$ cat src/rtl/vx_kmu_cta_dispatcher_pkg.sv
// Shared types for the KMU CTA dispatcher: request payload, FSM states and
// the last-warp thread mask helper.
package VX_kmu_pkg;

  localparam int NUM_THREADS = 4;
  localparam int NUM_WARPS   = 4;
  localparam int XLEN        = 32;
  localparam int LOG2_NT     = $clog2(NUM_THREADS);
  localparam int NW_W        = $clog2(NUM_WARPS + 1);

  typedef enum logic [1:0] {
    ST_IDLE,
    ST_SETUP,
    ST_ISSUE,
    ST_DONE
  } kmu_state_e;

  typedef struct packed {
    logic [NW_W-1:0]        num_warps;
    logic [XLEN-1:0]        start_pc;
    logic [XLEN-1:0]        param;
    logic [31:0]            cta_x;
    logic [31:0]            cta_y;
    logic [31:0]            cta_z;
    logic [31:0]            cta_id;
    logic [NUM_THREADS-1:0] remain_mask;
  } kmu_req_data_t;

  // A partial last warp enables only its low 'rem' lanes; a full one enables all.
  function automatic logic [NUM_THREADS-1:0] remain_mask_f(input logic [LOG2_NT-1:0] rem);
    logic [NUM_THREADS-1:0] one_hot;
    if (rem == '0) begin
      return '1;
    end
    one_hot      = '0;
    one_hot[rem] = 1'b1;
    return one_hot - {{(NUM_THREADS-1){1'b0}}, 1'b1};
  endfunction

endpackage

$ cat src/rtl/vx_kmu_cta_dispatcher_counter.sv
// Three-dimensional CTA position counter (x fastest) with a linear CTA id
// and a flag marking the final CTA of the grid.
module vx_kmu_cta_counter
  import VX_kmu_pkg::*;
(
  input  logic        clk,
  input  logic        reset,
  input  logic        clear,
  input  logic        step,
  input  logic [31:0] grid_x,
  input  logic [31:0] grid_y,
  input  logic [31:0] grid_z,
  output logic [31:0] x,
  output logic [31:0] y,
  output logic [31:0] z,
  output logic [31:0] id,
  output logic        last
);

  logic [31:0] x_q, x_d, y_q, y_d, z_q, z_d, id_q, id_d;
  logic        x_wrap, y_wrap;

  always_comb begin
    x_wrap = (x_q == grid_x - 32'd1);
    y_wrap = (y_q == grid_y - 32'd1);
    x_d    = x_q;
    y_d    = y_q;
    z_d    = z_q;
    id_d   = id_q;
    if (clear) begin
      x_d  = '0;
      y_d  = '0;
      z_d  = '0;
      id_d = '0;
    end else if (step) begin
      id_d = id_q + 32'd1;
      if (x_wrap) begin
        x_d = '0;
        if (y_wrap) begin
          y_d = '0;
          z_d = z_q + 32'd1;
        end else begin
          y_d = y_q + 32'd1;
        end
      end else begin
        x_d = x_q + 32'd1;
      end
    end
  end

  always_ff @(posedge clk) begin
    if (reset) begin
      x_q  <= '0;
      y_q  <= '0;
      z_q  <= '0;
      id_q <= '0;
    end else begin
      x_q  <= x_d;
      y_q  <= y_d;
      z_q  <= z_d;
      id_q <= id_d;
    end
  end

  assign x    = x_q;
  assign y    = y_q;
  assign z    = z_q;
  assign id   = id_q;
  assign last = x_wrap & y_wrap & (z_q == grid_z - 32'd1);

endmodule

$ cat src/rtl/vx_kmu_cta_dispatcher.sv
// Turns one kernel launch descriptor into a stream of per-CTA KMU requests.
// Optional macro VX_KMU_ABORT_EN adds an 'abort' input that ends a launch early.
module vx_kmu_cta_dispatcher
  import VX_kmu_pkg::*;
(
  input  logic            clk,
  input  logic            reset,
  input  logic            start_valid,
  output logic            start_ready,
  input  logic [XLEN-1:0] start_pc,
  input  logic [XLEN-1:0] start_param,
  input  logic [31:0]     grid_x,
  input  logic [31:0]     grid_y,
  input  logic [31:0]     grid_z,
  input  logic [31:0]     block_size,
`ifdef VX_KMU_ABORT_EN
  input  logic            abort,
`endif
  output logic            busy,
  output logic            done,
  output logic            done_err,
  output logic            req_valid,
  input  logic            req_ready,
  output kmu_req_data_t   req_data
);

  kmu_state_e             state_q, state_d;
  logic [XLEN-1:0]        pc_q, pc_d, param_q, param_d;
  logic [31:0]            gx_q, gx_d, gy_q, gy_d, gz_q, gz_d, bs_q, bs_d;
  logic [NW_W-1:0]        nw_q, nw_d;
  logic [NUM_THREADS-1:0] mask_q, mask_d;
  logic                   err_q, err_d;
  logic [32:0]            nw_calc;
  logic                   cfg_bad, abort_hit;
  logic                   cnt_clear, cnt_step, cnt_last;
  logic [31:0]            cta_x, cta_y, cta_z, cta_id;

`ifdef VX_KMU_ABORT_EN
  logic abort_q, abort_d;

  // Sticky for the rest of the launch so a request stalled at abort time still completes.
  always_comb begin
    abort_d = abort_q;
    if (state_q == ST_IDLE) begin
      abort_d = 1'b0;
    end else if ((state_q == ST_SETUP) || (state_q == ST_ISSUE)) begin
      abort_d = abort_q | abort;
    end
  end

  always_ff @(posedge clk) begin
    if (reset) abort_q <= 1'b0;
    else       abort_q <= abort_d;
  end

  assign abort_hit = abort_q | abort;
`else
  assign abort_hit = 1'b0;
`endif

  // Warp count is formed in 33 bits so block sizes near 2^32 cannot wrap to a small value.
  assign nw_calc = ({1'b0, bs_q} + 33'(NUM_THREADS - 1)) >> LOG2_NT;
  assign cfg_bad = (gx_q == '0) || (gy_q == '0) || (gz_q == '0) || (bs_q == '0) ||
                   (nw_calc > 33'(NUM_WARPS));

  always_comb begin
    state_d   = state_q;
    pc_d      = pc_q;
    param_d   = param_q;
    gx_d      = gx_q;
    gy_d      = gy_q;
    gz_d      = gz_q;
    bs_d      = bs_q;
    nw_d      = nw_q;
    mask_d    = mask_q;
    err_d     = err_q;
    cnt_clear = 1'b0;
    cnt_step  = 1'b0;
    case (state_q)
      ST_IDLE: begin
        if (start_valid) begin
          pc_d    = start_pc;
          param_d = start_param;
          gx_d    = grid_x;
          gy_d    = grid_y;
          gz_d    = grid_z;
          bs_d    = block_size;
          err_d   = 1'b0;
          state_d = ST_SETUP;
        end
      end
      ST_SETUP: begin
        cnt_clear = 1'b1;
        nw_d      = nw_calc[NW_W-1:0];
        mask_d    = remain_mask_f(bs_q[LOG2_NT-1:0]);
        if (cfg_bad || abort_hit) begin
          err_d   = 1'b1;
          state_d = ST_DONE;
        end else begin
          state_d = ST_ISSUE;
        end
      end
      ST_ISSUE: begin
        if (req_ready) begin
          cnt_step = 1'b1;
          if (cnt_last) begin
            state_d = ST_DONE;
          end else if (abort_hit) begin
            err_d   = 1'b1;
            state_d = ST_DONE;
          end
        end
      end
      ST_DONE: begin
        state_d = ST_IDLE;
      end
      default: begin
        state_d = ST_IDLE;
      end
    endcase
  end

  always_ff @(posedge clk) begin
    if (reset) begin
      state_q <= ST_IDLE;
      pc_q    <= '0;
      param_q <= '0;
      gx_q    <= '0;
      gy_q    <= '0;
      gz_q    <= '0;
      bs_q    <= '0;
      nw_q    <= '0;
      mask_q  <= '0;
      err_q   <= 1'b0;
    end else begin
      state_q <= state_d;
      pc_q    <= pc_d;
      param_q <= param_d;
      gx_q    <= gx_d;
      gy_q    <= gy_d;
      gz_q    <= gz_d;
      bs_q    <= bs_d;
      nw_q    <= nw_d;
      mask_q  <= mask_d;
      err_q   <= err_d;
    end
  end

  vx_kmu_cta_counter u_counter (
    .clk    (clk),
    .reset  (reset),
    .clear  (cnt_clear),
    .step   (cnt_step),
    .grid_x (gx_q),
    .grid_y (gy_q),
    .grid_z (gz_q),
    .x      (cta_x),
    .y      (cta_y),
    .z      (cta_z),
    .id     (cta_id),
    .last   (cnt_last)
  );

  assign start_ready = (state_q == ST_IDLE);
  assign busy        = (state_q != ST_IDLE);
  assign done        = (state_q == ST_DONE);
  assign done_err    = done & err_q;
  assign req_valid   = (state_q == ST_ISSUE);

  always_comb begin
    req_data             = '0;
    req_data.num_warps   = nw_q;
    req_data.start_pc    = pc_q;
    req_data.param       = param_q;
    req_data.cta_x       = cta_x;
    req_data.cta_y       = cta_y;
    req_data.cta_z       = cta_z;
    req_data.cta_id      = cta_id;
    req_data.remain_mask = mask_q;
  end

endmodule

$ cat config.mk
export PLATFORM = sky130hd
export DESIGN_NAME = vx_kmu_cta_dispatcher
export DESIGN_NICKNAME = d
export VERILOG_FILES = /design/src/rtl/vx_kmu_cta_dispatcher_pkg.sv /design/src/rtl/vx_kmu_cta_dispatcher_counter.sv /design/src/rtl/vx_kmu_cta_dispatcher.sv
export SDC_FILE = /design/constraint.sdc
export NUM_CORES = 1
export LEC_CHECK = 0
export CAP_MARGIN = 25
export CORE_ASPECT_RATIO = 1.5
export CORE_MARGIN = 5
export CORE_UTILIZATION = 46
export DETAILED_ROUTE_END_ITERATION = 7
export PLACE_DENSITY = 0.79
export REMOVE_ABC_BUFFERS = 1
export SETUP_SLACK_MARGIN = 0.15
export SLEW_MARGIN = 25
export SYNTH_ARGS = -nofsm -noshare
export SYNTH_HDL_FRONTEND = slang
export SYNTH_HIERARCHICAL = 1
export SYNTH_SLANG_ARGS = --single-unit
$ cat constraint.sdc
create_clock -name clk -period 4.1 [get_ports clk]
set_input_delay 1.23 -clock clk [delete_from_list [all_inputs] [get_ports clk]]
set_output_delay 1.23 -clock clk [all_outputs]
set_load 0.005 [all_outputs]
==> results.json <==
{
  "grt_pass1_vias": 18912,
  "yosys_warnings": 6,
  "critPathTopFamily": "simple AND/OR/NAND/NOR gates",
  "maxSlewViolCount": 0,
  "dieHeight_um": 249,
  "yosys.area_share.simple": 0.317,
  "crit_arrival_ns": 4.46,
  "status": "completed",
  "setup_viol": 0,
  "clock-skew-final_ns": 0.00859,
  "via_count": 18943,
  "yosysSeqAreaShare": 0.378,
  "clockBufferDepth": 3,
  "clock-sinks": 330,
  "synth_area_leaders": "dfxtp_1 38%, nand2_1 10%, a21oi_1 7.2%, xnor2_1 5.3%, xor2_1 4.3%",
  "crit_path_start_kind": "register",
  "wirelength_um": 64600,
  "die_w_um": 169,
  "cp-end-kind": "register",
  "nets": 2994,
  "syn_area_per_cell_um2": 7.57,
  "cp_num_buf_inv": 3,
  "hold_class": "register to register",
  "post-place-ws_ns": -0.394,
  "cts_root_buf": "clkbuf_16",
  "finalWorstSetupSlack_ns": 0.0216,
  "synthArstFlopShare": 0,
  "areaGrowthSynthToFinish_pct": 39.2,
  "critPathLaunch": "gy_q[0]",
  "synth_top_area_frac": 0.378,
  "worst_pin_slew_ns": 0.855,
  "required_ns": 4.49,
  "detail-route-antenna-nets": 0,
  "clkSlewWorstSetupHoldPaths_ns": 0.06,
  "cpPeakStageDelay_ns": 0.50,
  "start_util": 0.466,
  "overflow": 0,
  "die_area_um2": 42100,
  "worstSkewPairLatency_ns": 0.52,
  "core_um2": 37600,
  "htree_levels": 2,
  "cts_hold_buf": 0,
  "slew_headroom": 0.430,
  "power_density_nw_per_um2": 518,
  "synth-seq-cells": 330,
  "rsz0062_at_grt": "true",
  "dr.first_iter.drc_count": 1019,
  "synth.distinct_cells": 78,
  "yosys_most_used_dff": "dfxtp_1",
  "antenna_found_initial": 5,
  "hold_viol": 0,
  "grt_max_degree": 151,
  "crit_fanout": 5,
  "reg2reg_from": "gy_q[0]",
  "synth-compound-area-share": 0.151,
  "whs_ns": 0.453,
  "drc": 0,
  "io_buffer_count": 399,
  "place_congestion": 0.966,
  "cts_tree": "done",
  "rows": 87,
  "worstHoldStart": "param_q[27]",
  "yosys.area_share.xor_xnor": 0.0957,
  "grt_pass1_wl_um": 99900,
  "routed_via_density": 5.74,
  "cp_slowest_cell": "or4b_4",
  "first_pass_iters": 6,
  "synthesis.area_um2": 17500,
  "num-fill-cells": 3296,
  "synth_common_cells": "482 x nand2_1, 330 x dfxtp_1, 253 x a21oi_1",
  "critPathKind": "register to register",
  "period_share": 0.995,
  "synthCells": 2309,
  "fmax_ghz": 0.245,
  "io_pins": 400,
  "dp_hpwl_um": 49200,
  "worstPathCellList": "inv_2 > ha_4 > or4b_4 > or4_4 > nor4_4 > xnor2_1 > nor3_1 > nand4b_1 > a211oi_2 > buf_4 > or4b_4 > nor4_4 > nand2_1 > a2bb2oi_2 > buf_4 > nand3_2 > nor2_1 > a21oi_1",
  "synthAdderAreaFrac": 0.00930,
  "grt_util_all_layers": 0.289,
  "cts-buffers-inserted": 35,
  "ir_drop_v": 0.000424,
  "drv_cap": 0,
  "period_needed_ns": 4.08,
  "yosysMostFrequentCell": "nand2_1",
  "yosys.area.top_type": "dfxtp_1",
  "synthMuxAreaShare": 0.0110,
  "synth_top_family_by_area": "simple AND/OR/NAND/NOR gates",
  "avgRoutedWirePerCell_um": 19.6,
  "synth_edf_count": 0,
  "drive_above_1_share": 0.108,
  "leakagePower_nw": 8.96
}
==> tightest hold or removal path, delay by kind of cell (launching register included) <==
| kind | cells | cell delay, ns |
|---|---|---|
| AND/OR/NAND/NOR | 1 | 0.05 |
| AO/OA/AOI/OAI | 1 | 0.05 |
| flip-flops | 1 | 0.31 |
==> routing by layer <==
metal	vias to the layer above	share of wire	global-route usage	wire length [um]
met5	-	0.00077	0	50
met4	6	0.063	0.161	4090
met3	209	0.060	0.0546	3860
met2	719	0.52	0.544	33600
met1	8908	0.36	0.294	23000
li1	9101	-	-	-
==> power breakdown <==
group          internal (mW)  total [mW]  leakage [nW]  switching (mW)
clock network           1.78        3.10         0.549            1.32
logic                   2.46        5.51          5.72            3.05
registers               3.61        4.00          2.69           0.396
==> cell usage in the layout, fill, tap and decap left out, drive strengths merged, types with 5 or more instances in the layout <==
| cell type | count |
|---|---|
| or3 | 60 |
| nor3b | 12 |
| clkinv | 9 |
| and2 | 16 |
| o22ai | 6 |
| a211oi | 15 |
| o21ai | 59 |
| xnor2 | 106 |
| nand4 | 67 |
| o311ai | 5 |
| inv | 35 |
| o211ai | 9 |
| mux2i | 18 |
| o21a | 6 |
| or2 | 9 |
| xor2 | 85 |
| buf | 173 |
| a31oi | 20 |
| and3 | 23 |
| nand2 | 483 |
| clkbuf | 48 |
| nor2 | 173 |
| nand3 | 76 |
| or4 | 28 |
| and4 | 14 |
| a31o | 12 |
| nor4 | 76 |
| a21oi | 253 |
| nand2b | 12 |
| dfxtp | 330 |
| nor3 | 60 |
| nand4b | 7 |
| nand3b | 6 |
| nor2b | 10 |
| ha | 13 |
| a41o | 8 |
| nor4b | 6 |
| clkdlybuf4s50 | 398 |
| o31ai | 11 |
==> path summary, 6_finish.rpt <==
path         slack [ns]  depth (start not counted)           to
min reg2reg        0.45                          2  param_q[27]
min                0.45                          2  param_q[27]
max reg2reg        0.02                         18   state_q[0]
max                0.02                         18   state_q[0]
==> kinds of logic after synthesis <==
group / Yosys count
simple gates: 1144
compound gates: 446
flops: 330
xor+xnor: 191
buf+inv: 166
mux: 19
fa+ha+maj: 13
==> what timing repair did <==
action	4_1_cts	5_1_grt
setup buffers	8	3
resized for setup	40	15
pin swaps	18	8
endpoints found under the setup margin	12	34
==> final cells by class <==
| class | instances | area, um^2 | share of cell area |
|---|---|---|---|
| Sequential cell | 330 | 6610 | 0.272 |
| Multi-Input combinational cell | 1813 | 10500 | 0.431 |
| Antenna cell | 3 | 7.51 | 0.000308 |
| Inverter | 34 | 128 | 0.00524 |
| Clock inverter | 12 | 95.1 | 0.00391 |
| Tap cell | 489 | 612 | 0.0251 |
| Timing Repair Buffer | 571 | 5400 | 0.222 |
| Clock buffer | 48 | 1000 | 0.0413 |
==> stage by stage <==
step | area, um^2 | util | TNS [ns] | cells | power, mW
final | 24300 | 0.648 | 0 | 3300 | 12.6
after global routing | 24300 | 0.648 | -0.231 | 3298 | 13.3
after CTS | 24200 | 0.646 | -0.00493 | 3294 | 12.6
after detailed placement | 22900 | 0.609 | -0.715 | 3226 | 9.23
after global placement | 22900 | 0.609 | -0.538 | 3226 | 9.16
after floorplan | 16900 | - | -422.51 | 2177 | 6.98
No activity file was read; power rests on OpenSTA's default activity.
